[config.mk]
export PLATFORM = sky130hd
export DESIGN_NAME = irq_ctrl_vec_flat
export DESIGN_NICKNAME = d
export VERILOG_FILES = /design/src/rtl/irq_ctrl_vec_if.sv /design/src/rtl/irq_ctrl_vec.sv /design/src/flat_wrapper.sv
export SDC_FILE = /design/constraint.sdc
export NUM_CORES = 1
export LEC_CHECK = 0
export BUFFER_PORTS_ARGS = -buffer_cell sky130_fd_sc_hd__buf_2
export CELL_PAD_IN_SITES_DETAIL_PLACEMENT = 1
export CELL_PAD_IN_SITES_GLOBAL_PLACEMENT = 1
export CORE_ASPECT_RATIO = 1.4
export CORE_MARGIN = 4
export CORE_UTILIZATION = 43
export DETAILED_ROUTE_END_ITERATION = 10
export HOLD_SLACK_MARGIN = 0.15
export PLACE_DENSITY = 0.84
export SLEW_MARGIN = 20
export SYNTH_ARGS = -nofsm -noshare
export SYNTH_HDL_FRONTEND = slang
export SYNTH_HIERARCHICAL = 1
export SYNTH_SLANG_ARGS = --single-unit
[constraint.sdc]
create_clock -name clk -period 3.9 [get_ports clk]
set_input_delay 0.585 -clock clk [delete_from_list [all_inputs] [get_ports clk]]
set_output_delay 0.585 -clock clk [all_outputs]
set_load 0.01 [all_outputs]
[src/rtl/irq_ctrl_vec_if.sv]
// Core-side bundle for the interrupt controller: raw requests, enables,
// mask write port, PC/return handshake, and the redirect/status outputs.
interface irq_ctrl_vec_if #(
   parameter int NUM_IRQ = 16
);
   localparam int ID_W = $clog2(NUM_IRQ);

   logic [NUM_IRQ-1:0] irq_i;
   logic               gie_i;
   logic               mask_we_i;
   logic [NUM_IRQ-1:0] mask_wdata_i;
   logic [31:0]        pc_i;
   logic               irq_done_i;
   logic               redirect_o;
   logic [31:0]        redirect_pc_o;
   logic               irq_active_o;
   logic [ID_W-1:0]    irq_id_o;
   logic [NUM_IRQ-1:0] pending_o;

   // core / bench side
   modport master (
      output irq_i, gie_i, mask_we_i, mask_wdata_i, pc_i, irq_done_i,
      input  redirect_o, redirect_pc_o, irq_active_o, irq_id_o, pending_o
   );

   // controller side
   modport slave (
      input  irq_i, gie_i, mask_we_i, mask_wdata_i, pc_i, irq_done_i,
      output redirect_o, redirect_pc_o, irq_active_o, irq_id_o, pending_o
   );
endinterface

[src/rtl/irq_ctrl_vec.sv]
// Vectored/non-vectored interrupt controller with priority select, one
// handler in service at a time, and single-cycle PC redirect pulses.
// Optional macro IRQ_CTRL_VECTORED_EN: handler target = VEC_BASE + 4*id;
// otherwise every source enters at VEC_BASE and software reads irq_id_o.

// Per-source pending logic. Edge sources latch a rising edge until the
// handler for that source is entered; level sources track the sampled line.
module irq_src_cell #(
   parameter bit EDGE = 1'b0
) (
   input  logic clk,
   input  logic rst_n,
   input  logic irq,
   input  logic clr,
   output logic pend
);
   logic hist;

   // request history and pending bit; a new edge beats a same-cycle clear
   always_ff @(posedge clk or negedge rst_n) begin
      if (!rst_n) begin
         hist <= 1'b0;
         pend <= 1'b0;
      end else begin
         hist <= irq;
         if (EDGE) pend <= (irq & ~hist) | (pend & ~clr);
         else      pend <= irq;
      end
   end
endmodule

module irq_ctrl_vec #(
   parameter int                 NUM_IRQ   = 16,
   parameter logic [NUM_IRQ-1:0] EDGE_MASK = '0,
   parameter logic [31:0]        VEC_BASE  = 32'h0000_0100
) (
   input logic            clk,
   input logic            rst_n,
   irq_ctrl_vec_if.slave  bus
);
   localparam int ID_W = $clog2(NUM_IRQ);

   typedef enum logic [1:0] {IDLE, ACTIVE, RETURN} state_t;

   // everything the FSM registers alongside its state
   typedef struct packed {
      logic            redirect;
      logic [31:0]     redirect_pc;
      logic            active;
      logic [ID_W-1:0] id;
      logic [31:0]     saved_pc;
   } ctl_t;

   state_t             state_q, state_d;
   ctl_t               ctl_q, ctl_d;
   logic [NUM_IRQ-1:0] mask_q;
   logic [NUM_IRQ-1:0] pend;
   logic [NUM_IRQ-1:0] cand;
   logic [NUM_IRQ-1:0] clr;
   logic [ID_W-1:0]    win;
   logic               any;
   logic               take;
   logic [31:0]        tgt;

   for (genvar k = 0; k < NUM_IRQ; k++) begin : g_src
      irq_src_cell #(.EDGE(EDGE_MASK[k])) u_src (
         .clk  (clk),
         .rst_n(rst_n),
         .irq  (bus.irq_i[k]),
         .clr  (clr[k]),
         .pend (pend[k])
      );
   end

   // enable mask; selection this cycle still sees the old value
   always_ff @(posedge clk or negedge rst_n) begin
      if (!rst_n)             mask_q <= '1;
      else if (bus.mask_we_i) mask_q <= bus.mask_wdata_i;
   end

   // highest-index enabled pending source wins
   always_comb begin
      cand = pend & mask_q;
      any  = |cand;
      win  = '0;
      for (int k = 0; k < NUM_IRQ; k++)
         if (cand[k]) win = ID_W'(k);
   end

   // entry is only possible from IDLE; it clears the winner's edge latch
   always_comb begin
      take = (state_q == IDLE) && bus.gie_i && any;
      clr  = take ? (NUM_IRQ'(1) << win) : '0;
`ifdef IRQ_CTRL_VECTORED_EN
      tgt  = VEC_BASE + (32'(win) << 2);
`else
      tgt  = VEC_BASE;
`endif
   end

   // state and output registers
   always_ff @(posedge clk or negedge rst_n) begin
      if (!rst_n) begin
         state_q <= IDLE;
         ctl_q   <= '0;
      end else begin
         state_q <= state_d;
         ctl_q   <= ctl_d;
      end
   end

   // next state; redirect defaults low so every redirect is one cycle wide
   always_comb begin
      state_d          = state_q;
      ctl_d            = ctl_q;
      ctl_d.redirect   = 1'b0;
      case (state_q)
         IDLE: begin
            if (take) begin
               state_d           = ACTIVE;
               ctl_d.redirect    = 1'b1;
               ctl_d.redirect_pc = tgt;
               ctl_d.active      = 1'b1;
               ctl_d.id          = win;
               ctl_d.saved_pc    = bus.pc_i + 32'd4;
            end
         end
         ACTIVE: begin
            if (bus.irq_done_i) begin
               state_d           = RETURN;
               ctl_d.redirect    = 1'b1;
               ctl_d.redirect_pc = ctl_q.saved_pc;
               ctl_d.active      = 1'b0;
            end
         end
         RETURN:  state_d = IDLE;
         default: state_d = IDLE;
      endcase
   end

   assign bus.redirect_o    = ctl_q.redirect;
   assign bus.redirect_pc_o = ctl_q.redirect_pc;
   assign bus.irq_active_o  = ctl_q.active;
   assign bus.irq_id_o      = ctl_q.id;
   assign bus.pending_o     = pend;
endmodule

[src/flat_wrapper.sv]
// flat-port wrapper written by rule: the top's interface ports become plain ports
module irq_ctrl_vec_flat 
#(
   parameter int                 NUM_IRQ   = 16,
   parameter logic [NUM_IRQ-1:0] EDGE_MASK = '0,
   parameter logic [31:0]        VEC_BASE  = 32'h0000_0100
)
  (clk, rst_n, bus_irq_i, bus_gie_i, bus_mask_we_i, bus_mask_wdata_i, bus_pc_i, bus_irq_done_i, bus_redirect_o, bus_redirect_pc_o, bus_irq_active_o, bus_irq_id_o, bus_pending_o);
  irq_ctrl_vec_if #(.NUM_IRQ(NUM_IRQ)) bus_i ();
  input logic clk;
  input logic rst_n;
  input wire logic [$bits(bus_i.irq_i)-1:0] bus_irq_i;
  input wire logic [$bits(bus_i.gie_i)-1:0] bus_gie_i;
  input wire logic [$bits(bus_i.mask_we_i)-1:0] bus_mask_we_i;
  input wire logic [$bits(bus_i.mask_wdata_i)-1:0] bus_mask_wdata_i;
  input wire logic [$bits(bus_i.pc_i)-1:0] bus_pc_i;
  input wire logic [$bits(bus_i.irq_done_i)-1:0] bus_irq_done_i;
  output wire logic [$bits(bus_i.redirect_o)-1:0] bus_redirect_o;
  output wire logic [$bits(bus_i.redirect_pc_o)-1:0] bus_redirect_pc_o;
  output wire logic [$bits(bus_i.irq_active_o)-1:0] bus_irq_active_o;
  output wire logic [$bits(bus_i.irq_id_o)-1:0] bus_irq_id_o;
  output wire logic [$bits(bus_i.pending_o)-1:0] bus_pending_o;
  assign bus_i.irq_i = bus_irq_i;
  assign bus_i.gie_i = bus_gie_i;
  assign bus_i.mask_we_i = bus_mask_we_i;
  assign bus_i.mask_wdata_i = bus_mask_wdata_i;
  assign bus_i.pc_i = bus_pc_i;
  assign bus_i.irq_done_i = bus_irq_done_i;
  assign bus_redirect_o = bus_i.redirect_o;
  assign bus_redirect_pc_o = bus_i.redirect_pc_o;
  assign bus_irq_active_o = bus_i.irq_active_o;
  assign bus_irq_id_o = bus_i.irq_id_o;
  assign bus_pending_o = bus_i.pending_o;
  irq_ctrl_vec #(.NUM_IRQ(NUM_IRQ), .EDGE_MASK(EDGE_MASK), .VEC_BASE(VEC_BASE)) u_core (.clk(clk), .rst_n(rst_n), .bus(bus_i));
endmodule
# == Yosys cells after proc, flatten, opt, wreduce, memory -nomap -nowiden ==
# Cells that the tools add are included.
# word_totals
regBits,104
inputBits,69
out_inout_bits,54
word_cells,57
# classes
addsub,1
eq_ne,3
mux,21
bitwise,1
n_reduce_logical,8
# ops
operator,n
two-way mux 70 bit,1
case mux 34 bit (2 select lines),1
two-way mux 4 bit,14
two-way mux 34 bit,1
adder 32 x 3 -> 32 bit (second input constant),1
AND 16 bit,1
OR reduction 16 bit,1
two-way mux 2 bit,2
case mux 2 bit (2 select lines),1
AND reduction 2 bit,2
AND reduction 3 bit,1
equality test 2 x 1 -> 1 bit (second input constant),1
logical AND 1 bit,2
zero test 2 bit,1
!= test 2 x 1 -> 1 bit (second input constant),1
!= test 2 bit (second input constant),1
nonzero test 2 bit,1
two-way mux 1 bit,1

# == Longest topological paths before layout ==
# Gate-level depths: netlist of the first run.
# logic_depth
word_depth,18
mapped_depth,7
ltp_nobuf,6

# == Modules after synthesis ==
# The synthesis of the first run kept the hierarchy.
# modules_own_cells
module,instances,cells_per_inst,area_per_inst_um2,seq_area_each_um2
irq_ctrl_vec,1,499,4553.1,2222.1
irq_src_cell,16,1,25.0,25.0

# == Worst setup path before layout of the first run ==
# Ideal clock, no wire load.
# synth_path
path_kind,input -> register
from,input bus_pc_i[2]
to,register u_core/ctl_q[16] (netlist name)
setup_ns,0.133
arrival_ns,1.594
required_ns,3.767
setup_slack_ns,2.173
stages,6
n_path_buf,0
path_cell_list,ha_1 > nand3_1 > or2_2 > nor3_1 > xnor2_1 > o21ai_0
# synth_between
elab_chain_cells,1
# synth_rtl
item,line_no,rtl
start: declaration,flat_wrapper.sv:16,input wire logic [$bits(bus_i.pc_i)-1:0] bus_pc_i;
adder 32 x 3 -> 32 bit,irq_ctrl_vec.sv:125,ctl_d.saved_pc = bus.pc_i + 32'd4;
end signal: assignment,irq_ctrl_vec.sv:108,ctl_q <= ctl_d;
end: declaration,irq_ctrl_vec.sv:55,"ctl_t ctl_q, ctl_d;"
# Every way passes these cells.
# A chain may end at the register's enable or synchronous reset.

# == Final worst setup path of the first run ==
# layout_path
from,register u_core.state_q[1]
to,"register u_core.ctl_q, in the netlist u_core/bus.redirect_pc_o[31]"
# layout_between
elab_chain_cells,5
elab_cells_between_ends,9
classes_between,3 x eq/ne; 1 x mux; 5 x reduce/logical
# layout_rtl
item,line_no,rtl
start: declaration,irq_ctrl_vec.sv:54,"state_t state_q, state_d;"
start signal: assignment,irq_ctrl_vec.sv:107,state_q <= state_d;
zero test 2 bit,"irq_ctrl_vec.sv:92, irq_ctrl_vec.sv:117",
logical AND 1 bit (2 in a row),irq_ctrl_vec.sv:92,take = (state_q == IDLE) && bus.gie_i && any;
!= test 2 x 1 -> 1 bit (no source line),--,
AND reduction 3 bit (no source line),--,
# Parallel ways exist; a longest one is shown, timed or not.

==> results of run 1 <==
power breakdown:
group | switching, mW | leakage (nW) | internal [mW] | total, mW
Combinational | 0.532 | 1.21 | 0.336 | 0.868
Clock | 0.390 | 0.159 | 0.625 | 1.02
Sequential | 0.197 | 1.26 | 1.43 | 1.63
Total | 1.12 | 2.63 | 2.39 | 3.51
metal layers:
metal / GRT usage [%] / part of all wire (%) / up-vias
met2: 35.4 / 54 / 115
met3: 4.69 / 4.9 / 13
met4: 5.15 / 1.4 / 0
met5: 0 / 0 / -
met1: 22.1 / 40 / 1854
li1: - / - / 1751
state kept, by name (all words and copies together), names as in the netlist:
register                  cells
u_core/bus.redirect_o         1
u_core/ctl_q                 32
u_core/mask_q                16
u_core/bus.irq_active_o       1
u_core/bus.redirect_pc_o     32
u_core/g_src.u_src/pend      16
u_core/state_q                2
u_core/bus.irq_id_o           4
worst register-to-register path, stage by stage, from the launching register on:
cell	delay [ps]
dfrtp_1	380
nand2b_1	150
or2_2	550
inv_1	850
nand2_1	150
o21ai_0	120
cell type report:
class / count / area share [%]
sequential: 104 / 46.7
clock buffer: 10 / 4.08
multi-input combinational: 318 / 32.1
timing repair buffer: 125 / 11.7
tap: 141 / 3.14
clock inverter: 5 / 1.89
inverter: 6 / 0.401
through the flow:
stage	setup WS (ps)	utilization, %	hold WS [ps]
detailed placement	1390	48.3	465
floorplan	2170	-	289
finish	1620	51.7	317
CTS	1470	51.4	333
global placement	1490	48.3	456
global route	1390	51.7	329
path summary, 6_finish.rpt:
| path | end | slack [ps] | cells after the start | start |
|---|---|---|---|---|
| setup / recovery | u_core/bus.redirect_pc_o[31]$_DFFE_PN0P_ | 1620 | 5 | u_core/state_q[1]$_DFFE_PN0P_ |
| hold / removal | u_core/g_src[5].u_src/pend$_DFF_PN0_ | 320 | 1 | rst_n |
| setup reg to reg | u_core/bus.redirect_pc_o[31]$_DFFE_PN0P_ | 1620 | 5 | u_core/state_q[1]$_DFFE_PN0P_ |
| hold reg to reg | u_core/bus.redirect_pc_o[14]$_DFFE_PN0P_ | 480 | 2 | u_core/ctl_q[14]$_DFFE_PN0P_ |
| max in group asynchronous | u_core/bus.redirect_pc_o[23]$_DFFE_PN0P_ | 2780 | 2 | rst_n |
| min in group clk | u_core/g_src[1].u_src/pend$_DFF_PN0_ | 350 | 1 | bus_irq_i[1] |
==> flow_summary.json, run 1 <==
{
  "status": "complete, no violations",
  "required_ps": 4150,
  "nNetsFinal": 634,
  "peakVddDrop_mv": 0.217,
  "clk_pin_slew_worst_paths_ps": 70,
  "fillers": 1280,
  "cp-start-kind": "flop",
  "rows": 45,
  "critical_path.top_delay_family": "buffers and inverters",
  "fin_crit_sh_pct": 58.5,
  "critPathMaxFanout": 35,
  "coreArea_mm2": 0.0109,
  "period_needed_ps": 2280,
  "crit_type": "flop to flop",
  "syn_inst": 484,
  "cts_hold_buffers": 0,
  "io_pins": 123,
  "slowest_delay_ps": 850,
  "antenna_found_initial": 0,
  "worstPathArrival_ps": 2530,
  "crit_path_cell_trace": "nand2b_1 > or2_2 > inv_1 > nand2_1 > o21ai_0",
  "cp-end-kind": "flop",
  "io_buffers": 122,
  "grt_usage_pct": 19.2,
  "multi_input_area_mm2": 0.00181,
  "cts_tree": "done",
  "placed_area_mm2": 0.00525,
  "syn-cell-area_mm2": 0.00478,
  "area_growth_pct": 17.4,
  "worst_pin_slew_ps": 1010,
  "fin_area_mm2": 0.00562,
  "total_power_mw": 3.51,
  "diodes": 0,
  "fin_setup_tns_ps": 0,
  "cts.sinks": 104,
  "holdCritPathClass": "input pin to async pin",
  "grt_pass1_vias": 4018,
  "ctsResizeCount": 0,
  "wl_per_cell_um": 17.2,
  "dr.pass1.iters": 6,
  "syn_nets": 554,
  "cts_root_buffer": "clkbuf_16",
  "mostFrequentLayoutCell": "nand2_1",
  "rsz0062_at_grt": "false",
  "slew_viol_final": 0,
  "final-seq-area_mm2": 0.00262,
  "wl_um": 12200,
  "clock_latency_ps": 340,
  "drtIter0Drc": 171,
  "start_util_pct": 44.0,
  "slew_headroom_pct": 32.7,
  "overflow": 0,
  "setup_viol": 0,
  "yosys_warnings": 6,
  "instances_no_fill": 709,
  "final_hold_viol_count": 0,
  "slowest_stage": "inv_1",
  "p_leak_nw": 2.63,
  "die_width_um": 97.2,
  "cts_buffer_depth": 2,
  "via_per_inst": 5.27,
  "dp_hpwl_um": 8930,
  "most-common-layout-cells": "nand2_1 (122), buf_2 (121), dfrtp_1 (88)",
  "vias": 3733,
  "syn_avg_cell_area_um2": 9.89,
  "critical_path_buf_inv_count": 1,
  "fmax_mhz": 438,
  "grt_pass1_wl_um": 20000,
  "finalClockSkew_ps": 7.43,
  "die-area_mm2": 0.0129,
  "dp.cells": 693,
  "post_cts_buffers": 0,
  "ant_nets": 0,
  "grt_max_degree": 61,
  "final_layout_size_suffix_gt1_share_pct": 31.5,
  "maxCapViolCount": 0,
  "die_y_um": 133,
  "drcViolationCount": 0,
  "htree_levels": 3,
  "cts_made_buffers": 9,
  "gp_congestion": 0.879,
  "power_density_mw_per_mm2": 625
}
Power figures use the tool's default switching activity.
==> inputs of run 2 (changes only) <==
- CORE_UTILIZATION: 43 -> 40
- PLACE_DENSITY: 0.84 -> 0.79
- clock period: 3.9 -> 2.2 ns (I/O delays scaled with it)
==> run 2 against run 1 <==
Net effect:
- combinational power grew 83%
- largest cell class unchanged
- non-clock buffer count increased by 23
- sequential power increased by 77%
- power is 73% higher
==> flow_summary.json, run 2 (same netlist as run 1, synthesis figures left out) <==
{
  "status": "complete, no violations",
  "clk_pin_slew_worst_paths_ps": 70,
  "instances_no_fill": 739,
  "post_cts_buffers": 0,
  "cts_hold_buffers": 17,
  "die_width_um": 100,
  "slowest_stage": "dfrtp_1",
  "drcViolationCount": 0,
  "cts_tree": "done",
  "ctsResizeCount": 0,
  "cts_made_buffers": 9,
  "rsz0062_at_grt": "false",
  "io_buffers": 122,
  "holdCritPathClass": "input pin to flop",
  "cp-end-kind": "flop",
  "grt_usage_pct": 19.3,
  "worstRegToRegCells": 5,
  "fin_setup_tns_ps": 0,
  "multi_input_area_mm2": 0.00180,
  "dp_hpwl_um": 9290,
  "wl_um": 12600,
  "area_growth_pct": 21.8,
  "slew_headroom_pct": 57.1,
  "fin_crit_sh_pct": 84.5,
  "peakVddDrop_mv": 0.486,
  "met2WireLength_um": 6770,
  "rows": 47,
  "finalClockSkew_ps": 11.0,
  "die_y_um": 137,
  "required_ps": 2420,
  "worst_pin_slew_ps": 639,
  "power_density_mw_per_mm2": 1050,
  "mostFrequentLayoutCell": "nand2_1",
  "grt_pass1_vias": 4167,
  "ant_nets": 0,
  "holdPathStages": 2,
  "wl_per_cell_um": 17.1,
  "dp.cells": 706,
  "slowest_delay_ps": 390,
  "coreArea_mm2": 0.0118,
  "io_pins": 123,
  "final_hold_viol_count": 0,
  "antenna_found_initial": 0,
  "grt_pass1_wl_um": 20800,
  "setup_viol": 0,
  "nNetsFinal": 657,
  "die-area_mm2": 0.0138,
  "drt-met1-wl_um": 5050,
  "fillers": 1359,
  "via_per_inst": 5.13,
  "overflow": 0,
  "period_needed_ps": 1860,
  "diodes": 0,
  "gp_congestion": 0.895,
  "slew_viol_final": 0,
  "vias": 3788,
  "cts.sinks": 104,
  "critPathMaxFanout": 27,
  "htree_levels": 3,
  "cp-start-kind": "flop",
  "routed-wl-met3_um": 626,
  "start_util_pct": 40.7,
  "top_layer": "met4",
  "fmax_mhz": 538,
  "most-common-layout-cells": "nand2_1 (122), buf_2 (121), dfrtp_1 (88)",
  "crit_path_cell_trace": "a22oi_1 > and4b_1 > a31o_2 > buf_12 > o21ai_0",
  "maxCapViolCount": 0,
  "crit_type": "flop to flop",
  "grt_max_degree": 61,
  "dr.pass1.iters": 4,
  "p_leak_nw": 2.73,
  "clock_latency_ps": 340,
  "cts_buffer_depth": 2,
  "cts_root_buffer": "clkbuf_16",
  "drtIter0Drc": 88,
  "worstPathArrival_ps": 2080,
  "final-seq-area_mm2": 0.00262,
  "final_layout_size_suffix_gt1_share_pct": 31.6
}
-- run 2: metrics by stage --
stage	utilization (%)	hold slack (ps)	setup WS (ps)	power, mW	area (µm²)
global route	49.6	194	191	6.56	5830
floorplan	-	34.4	546	4.08	4780
detailed placement	45.5	181	365	4.53	5360
CTS	49.6	177	315	6.20	5830
finish	49.6	190	341	6.10	5830
global placement	45.5	181	430	4.42	5360
-- run 2: power by group --
part	switching, mW	leakage [nW]	internal [mW]
Combinational	0.942	1.32	0.648
Sequential	0.347	1.26	2.54
Clock	0.727	0.146	0.893
Total	2.02	2.73	4.08
-- run 2: worst paths after layout --
check | start | end | slack, ps
worst min register to register | u_core/ctl_q[3]$_DFFE_PN0P_ | u_core/ctl_q[3]$_DFFE_PN0P_ | 480
worst min-delay path | bus_irq_done_i | u_core/state_q[0]$_DFFE_PN0P_ | 190
max in group asynchronous | rst_n | u_core/mask_q[14]$_DFFE_PN1P_ | 1130
worst max register to register | u_core/g_src[2].u_src/pend$_DFF_PN0_ | u_core/ctl_q[12]$_DFFE_PN0P_ | 340
min in group asynchronous | rst_n | u_core/g_src[7].u_src/pend$_DFF_PN0_ | 370
worst max-delay path | u_core/g_src[2].u_src/pend$_DFF_PN0_ | u_core/ctl_q[12]$_DFFE_PN0P_ | 340
-- run 2: cell type report --
type | count | area share (%)
Inverter | 6 | 0.386
Clock buffer | 9 | 3.86
Multi-Input combinational cell | 318 | 30.8
Clock inverter | 7 | 1.33
Sequential cell | 104 | 45.0
Tap cell | 147 | 3.16
Timing Repair Buffer | 148 | 15.5
-- run 2: routing by layer --
layer	global-route usage, %	up-vias
met5	0	-
met4	6.14	0
met1	22.2	1867
met3	4.10	15
met2	35.4	104
li1	-	1802
-- run 2: worst max-delay path, delay by kind of cell (launching register included) --
family,cells,cell delay [ps]
buffers and inverters,1,200
AND/OR/NAND/NOR,1,350
flip-flops,1,390
AO/OA/AOI/OAI,3,780
